## src/rtl/tc_timer_if.sv

```systemverilog
// Bus-side signals of the tc_timer peripheral: bridge register access plus IRQ to CP0.
interface tc_timer_if;
    logic [1:0]  Addr;
    logic        WE;
    logic [31:0] Din;
    logic [31:0] Dout;
    logic        IRQ;

    modport master (output Addr, WE, Din, input Dout, IRQ);
    modport slave  (input Addr, WE, Din, output Dout, IRQ);
endinterface

```

## src/rtl/tc_timer.sv

```systemverilog
// Memory-mapped countdown timer raising a (maskable) interrupt request toward CP0.
// Optional feature macro: TC_AUTO_RELOAD_EN enables Mode 01 auto-reload; otherwise Mode 01 is one-shot.
module tc_timer (
    input  logic       clk,
    input  logic       reset,
    tc_timer_if.slave  bus
);
    localparam int unsigned DW = 32;
    localparam int unsigned CW = 4;

    typedef enum logic [1:0] {
        IDLE = 2'd0,
        LOAD = 2'd1,
        CNT  = 2'd2,
        INT  = 2'd3
    } state_t;

    state_t          state;
    logic [CW-1:0]   ctrl;
    logic [DW-1:0]   preset;
    logic [DW-1:0]   count;
    logic            irq_flag;

    logic            wr_ctrl_c;
    logic            wr_preset_c;
    logic            reload_c;

    assign wr_ctrl_c   = bus.WE && (bus.Addr == 2'd0);
    assign wr_preset_c = bus.WE && (bus.Addr == 2'd1);

    // Mode 01 reloads only when the feature is built in; 10/11 always behave as one-shot.
`ifdef TC_AUTO_RELOAD_EN
    assign reload_c = (ctrl[2:1] == 2'b01);
`else
    assign reload_c = 1'b0;
`endif

    // FSM, counter and register file. Software writes are applied after the
    // FSM updates so they take priority over En clear and irq_flag set/hold.
    always_ff @(posedge clk) begin
        if (!reset) begin
            state    <= IDLE;
            ctrl     <= '0;
            preset   <= '0;
            count    <= '0;
            irq_flag <= 1'b0;
        end else begin
            unique case (state)
                IDLE: begin
                    if (ctrl[0]) state <= LOAD;
                end
                LOAD: begin
                    count <= preset;
                    state <= CNT;
                end
                CNT: begin
                    if (!ctrl[0]) begin
                        state <= IDLE;
                    end else if (count > DW'(1)) begin
                        count <= count - DW'(1);
                    end else begin
                        // PRESET of 0 or 1 both terminate here without wrapping
                        count    <= '0;
                        irq_flag <= 1'b1;
                        state    <= INT;
                    end
                end
                INT: begin
                    if (reload_c) begin
                        irq_flag <= 1'b0;
                        state    <= LOAD;
                    end else begin
                        ctrl[0] <= 1'b0;
                        state   <= IDLE;
                    end
                end
                default: state <= IDLE;
            endcase

            if (wr_ctrl_c)   ctrl   <= bus.Din[CW-1:0];
            if (wr_preset_c) preset <= bus.Din;
            if (wr_ctrl_c || wr_preset_c) irq_flag <= 1'b0;
        end
    end

    // Zero-latency register read mux.
    always_comb begin
        bus.Dout = '0;
        unique case (bus.Addr)
            2'd0:    bus.Dout = DW'(ctrl);
            2'd1:    bus.Dout = preset;
            2'd2:    bus.Dout = count;
            default: bus.Dout = '0;
        endcase
    end

    assign bus.IRQ = irq_flag & ctrl[3];

endmodule

```

## src/flat_wrapper.sv

```systemverilog
// flat-port wrapper written by rule: the top's interface ports become plain ports
module tc_timer_flat 
  (clk, reset, bus_Addr, bus_WE, bus_Din, bus_Dout, bus_IRQ);
  tc_timer_if bus_i ();
  input  logic clk;
  input  logic reset;
  input wire logic [$bits(bus_i.Addr)-1:0] bus_Addr;
  input wire logic [$bits(bus_i.WE)-1:0] bus_WE;
  input wire logic [$bits(bus_i.Din)-1:0] bus_Din;
  output wire logic [$bits(bus_i.Dout)-1:0] bus_Dout;
  output wire logic [$bits(bus_i.IRQ)-1:0] bus_IRQ;
  assign bus_i.Addr = bus_Addr;
  assign bus_i.WE = bus_WE;
  assign bus_i.Din = bus_Din;
  assign bus_Dout = bus_i.Dout;
  assign bus_IRQ = bus_i.IRQ;
  tc_timer u_core (.clk(clk), .reset(reset), .bus(bus_i));
endmodule
```

## config.mk

```make
export PLATFORM = sky130hd
export DESIGN_NAME = tc_timer_flat
export DESIGN_NICKNAME = d
export VERILOG_FILES = /design/src/rtl/tc_timer_if.sv /design/src/rtl/tc_timer.sv /design/src/flat_wrapper.sv
export SDC_FILE = /design/constraint.sdc
export NUM_CORES = 1
export LEC_CHECK = 0
export BUFFER_PORTS_ARGS = -buffer_cell sky130_fd_sc_hd__buf_2
export CORE_ASPECT_RATIO = 1.4
export CORE_UTILIZATION = 30
export DETAILED_ROUTE_END_ITERATION = 6
export REMOVE_ABC_BUFFERS = 1
export SLEW_MARGIN = 20
export SYNTH_ARGS = -nofsm -noshare
export SYNTH_HDL_FRONTEND = slang
export SYNTH_SLANG_ARGS = --single-unit
```

## constraint.sdc

```tcl
create_clock -name clk -period 3.3 [get_ports clk]
set_clock_uncertainty 0.05 [all_clocks]
set_input_delay 0.165 -clock clk [delete_from_list [all_inputs] [get_ports clk]]
set_output_delay 0.165 -clock clk [all_outputs]
set_load 0.1 [all_outputs]
```

* Word-level counts from Yosys, hierarchy flattened
Index checks and enable logic that the tools add are counted.
** Operators by class
- Add/sub/neg operators :: 1
- Order comparisons :: 1
- Eq/ne operators :: 8
- Muxes and demuxes :: 10
- Bitwise gates (word level) :: 3
- Reductions and logical operators :: 11
** Operators with widths (count)
- 32-bit case mux with 3 select lines :: 1
- 32-bit 2-to-1 mux :: 2
- 32-bit case mux with 2 select lines :: 1
- 32-bit by 1-bit > comparator with 1-bit output, second input constant :: 1
- 32-bit by 1-bit subtractor with 32-bit output, second input constant :: 1
- 2-bit case mux with 4 select lines :: 1
- 2-bit equality test, second input constant :: 3
- 2-bit 2-to-1 mux :: 3
- 2-bit by 1-bit equality test with 1-bit output, second input constant :: 2
- 2-bit zero test :: 2
- 2-bit by 1-bit inequality test with 1-bit output, second input constant :: 2
- 2-bit AND reduction :: 2
- 2-bit nonzero test :: 2
- 3-bit inequality test, second input constant :: 1
- 3-bit AND reduction :: 1
- 1-bit logical AND :: 2
- 1-bit 2-to-1 mux :: 2
- 1-bit NOT :: 2
- 2-bit OR reduction :: 1
- 1-bit AND :: 1
- 1-bit logical OR :: 1
** Storage, ports and cells
- Register bits :: 71
- Output and inout port bits :: 33

* Longest topological paths before layout
- Word-level depth :: 4
- Mapped depth :: 8
- Depth with buffers taken out :: 7

* Least setup slack after synthesis
No wires, ideal clock.
- Path type :: register to output
- Start :: register u_core.ctrl[0]
- End :: output port bus_Dout[0]
- Arrival :: 2.716 ns
- Data required time :: 3.085 ns
- Setup slack :: 0.369 ns
- Stages on the path, launching flop included :: 4
- Buffers on the path :: 1
- Path through :: dfxtp_1 > clkbuf_1 > mux2i_1 > o21ai_0
** On the way
- Word-level cells in the longest chain between the ends :: 1
** RTL lines
- start, declared :: RTL line tc_timer.sv:19 : logic [CW-1:0] ctrl;
- start signal, assigned :: RTL line tc_timer.sv:80 : if (wr_ctrl_c) ctrl <= bus.Din[CW-1:0];
- 32-bit case mux with 3 select lines :: RTL line tc_timer.sv:89 : unique case (bus.Addr)
- end, declared :: RTL line flat_wrapper.sv:10 : output wire logic [$bits(bus_i.Dout)-1:0] bus_Dout;
No other way between the ends.

* Final worst setup path
- Start :: register u_core.count[4]
- End :: register u_core.irq_flag
** On the way
- Word-level cells in the longest chain between the ends :: 3
** RTL lines
- start, declared :: RTL line tc_timer.sv:21 : logic [DW-1:0] count;
- start signal, assigned :: RTL line tc_timer.sv:53 : count <= preset;
- start signal, assigned :: RTL line tc_timer.sv:60 : count <= count - DW'(1);
- 32-bit by 1-bit > comparator with 1-bit output :: RTL line tc_timer.sv:59 : end else if (count > DW'(1)) begin
- 1-bit NOT (no source line)
- 3-bit AND reduction (no source line)
- end signal, assigned :: RTL line tc_timer.sv:64 : irq_flag <= 1'b1;
- end signal, assigned :: RTL line tc_timer.sv:70 : irq_flag <= 1'b0;
- end signal, assigned :: RTL line tc_timer.sv:82 : if (wr_ctrl_c || wr_preset_c) irq_flag <= 1'b0;
- end, declared :: RTL line tc_timer.sv:22 : logic irq_flag;
No other way between the ends.
A chain may end at the register's enable or synchronous reset.

==> metrics.txt <==
Yosys reg bits=just over 70; P_leak=a little over 2 nW; largest net degree at the start of global routing=44; Worst-Margin Slew=between 0.7 and 0.8 ns; Iteration-0 DRC Markers=roughly 280; Post-synth EDFFs=0; Slowest-stage cell, CP=or4_2; Final Hold Vio Count=0; Area Overhead vs Synth=20.1%; Max Cap Viol=0; Crit Path Category=flop to flop; router iterations before antenna repair=5; commonest cells in the netlist=95 x nand2_1, 71 x dfxtp_1, 44 x o21ai_0, 42 x clkbuf_1, 36 x a21oi_1; crit-path most repeated cell=nor2_1; Arr. time, crit path=~2.8 ns; Cell Area, Synth=roughly 4100 um2; WHS=between 0.02 and 0.025 ns; Yosys warning total=0; Yosys cell types=57; syn_area_per_cell=about 7.8 um2; Crit path max-delay family=simple AND/OR/NAND/NOR gates; global-route wire length before repair=roughly 21000 um; Die W=101 um; gr usage total=18.6%; DRT Wirelength=approximately 13000 um; DRC=0; run status=complete, no violations; antenna viol nets, final=0; Async SR Flop Fraction=0%; Worst-path clk slew=about 0.06 ns; H-tree levels=3; Final period util=between 70% and 80%; post-DP HPWL=9090 um; initial antenna violation count=0; Post-Syn Instances=532; core area=~13000 um2; Root Buffer=clkbuf_16; Worst Path Buf+Inv=0; Slew Viols, Final=0; Area contributors post-synth=dfxtp_1 34%, nand2_1 8.6%, a21boi_0 6.2%, a22o_1 5.9%, o21ai_0 5.3%; CTS Buf Count=9; fin crit period=2.60 ns; Nets=between 600 and 700; Hold Path Class=primary input to flop; CTS max path bufs=2; Post-synth top flop=dfxtp_1; slowest stage delay, CP=0.72 ns; Port Buffer Count=69; io pins=70; count leader, synth=nand2_1; hold buffer count at CTS=0; floorplan row count=50; crit end category=flop; Clock Sinks=71; Initial Utilization=between 30% and 40%; RSZ-0062 raised after global routing=false; Setup Fix Bufs, Post-CTS=0; Setup TNS=0 ns; Vias=between 4k and 5k; P per Cell Area=~460 nW/um2; Final Setup Violations=0; Max Clock Freq=~380 MHz; Seq/Total Area, Yosys=34.5%; Die H=between 100 and 150 um; via density per instance=approximately 5.5; CP Launch Type=flop; CP max FO=12; TritonCTS clock tree=done; post-synth top area cell=dfxtp_1; share of the synthesized area in the top cell type=between 30% and 40%; GRT Residual Overflow=0; drt wl/cell=between 15 and 20 um; Cell Chain, Critical Path=or4_2 -> nor2_1 -> nand4_1 -> nor2_1 -> o211a_1; Final Wtd Congestion=0.880; full die area=between 10000 and 15000 um2; Peak VDD IR=between 150 and 200 uV; # diodes=0; vias in the first global route=4074; Req. time, crit path=between 3 and 4 ns; post-cts gate resize count=0; Skew-Pair Late Insertion Delay=about 0.34 ns; headroom to the max-slew limit=about 48%; share of layout cells above drive strength 1=19.6%
==> final timing paths <==
check / startpoint / endpoint / slack (ns) / cells after the start
worst min-delay path: bus_Din[16] / u_core.preset[16] / 0.02 / 3
worst max-delay path: u_core.count[4] / u_core.irq_flag / 0.70 / 5
worst min register to register: u_core.preset[1] / u_core.preset[1] / 0.43 / 2
worst max register to register: u_core.count[4] / u_core.irq_flag / 0.70 / 5
==> final cells by class <==
class	instances	area, um2
clock inverter	3	40.0
tap	182	228
multi-input combinational	406	2500
inverter	11	41.3
clock buffer	13	270
timing repair buffer	82	455
sequential	71	1420
fill	1444	8430
==> through the flow <==
stage / std cells / total power, W / cell area, um2 / worst slack, ns / util [%]
4_1_cts: 768 / 0.00231 / 4960 / 0.684 / 37.0
5_1_grt: 768 / 0.00239 / 4960 / 0.550 / 37.0
3_5_place_dp: 752 / 0.00130 / 4650 / 0.706 / 34.7
2_1_floorplan: 488 / 0.00117 / 3960 / 0.437 / -
3_3_place_gp: 752 / 0.00130 / 4650 / 0.766 / 34.7
6_report: 768 / 0.00230 / 4960 / 0.701 / 37.0
==> per-layer routing <==
layer,up-vias,share of wire [%],GRT usage [%]
met5,-,0,0
met4,0,3.1,8.31
met3,33,5.1,4.16
met2,129,52,33.4
met1,2002,40,20.6
li1,2037,-,-
==> cells by family (layout without fill, tap and decap cells) <==
family | Yosys count | after routing | share of synthesized area, %
buffers and inverters | 55 | 109 | 5.07
adder cells (fa/ha/maj) | 2 | 2 | 0.607
XOR/XNOR | 9 | 9 | 1.91
AO/OA/AOI/OAI | 190 | 190 | 31.7
multiplexers | 8 | 8 | 1.94
AND/OR/NAND/NOR | 197 | 197 | 24.4
flip-flops | 71 | 71 | 34.5
==> cell usage in the layout, fill, tap and decap left out, types with 3 or more instances in the layout <==
master | netlist | layout
nand4_1 | 4 | 4
mux2i_1 | 8 | 8
o21ai_0 | 44 | 44
nand2_1 | 95 | 95
nor4_4 | 3 | 3
nand3_1 | 17 | 17
nand2b_1 | 3 | 3
a21oi_1 | 36 | 36
clkbuf_8 | 0 | 3
o211ai_1 | 13 | 13
a22o_1 | 28 | 28
nor2_1 | 23 | 23
nor3_1 | 6 | 6
buf_4 | 0 | 12
a22oi_1 | 3 | 3
xor2_1 | 3 | 3
xnor2_1 | 6 | 6
or4_1 | 3 | 3
nor4_1 | 12 | 12
clkbuf_16 | 0 | 9
o221ai_1 | 4 | 4
buf_2 | 2 | 69
nand3b_1 | 3 | 3
dfxtp_1 | 71 | 71
a211oi_1 | 3 | 3
or3_1 | 6 | 6
inv_1 | 11 | 11
a21boi_0 | 34 | 34
o22ai_1 | 3 | 3
nor2b_1 | 7 | 5
==> state kept, by name (all words and copies together) (netlist names) <==
register / flops
u_core.irq_flag: 1
u_core.preset: 32
u_core.ctrl: 4
u_core.count: 32
u_core.state: 2
==> where the power goes <==
part / switching [W] / total [W] / internal (W)
clock: 0.000368 / 0.00101 / 0.000645
combinational: 0.000253 / 0.000381 / 0.000128
sequential: 0.0000265 / 0.000906 / 0.000879
==> worst min-delay path: cells and delay by family <==
family                 cells  cell delay [ns]
AND/OR/NAND/NOR            1             0.04
buffers and inverters      1             0.10
AO/OA/AOI/OAI              1             0.06
Power figures use the tool's default switching activity.
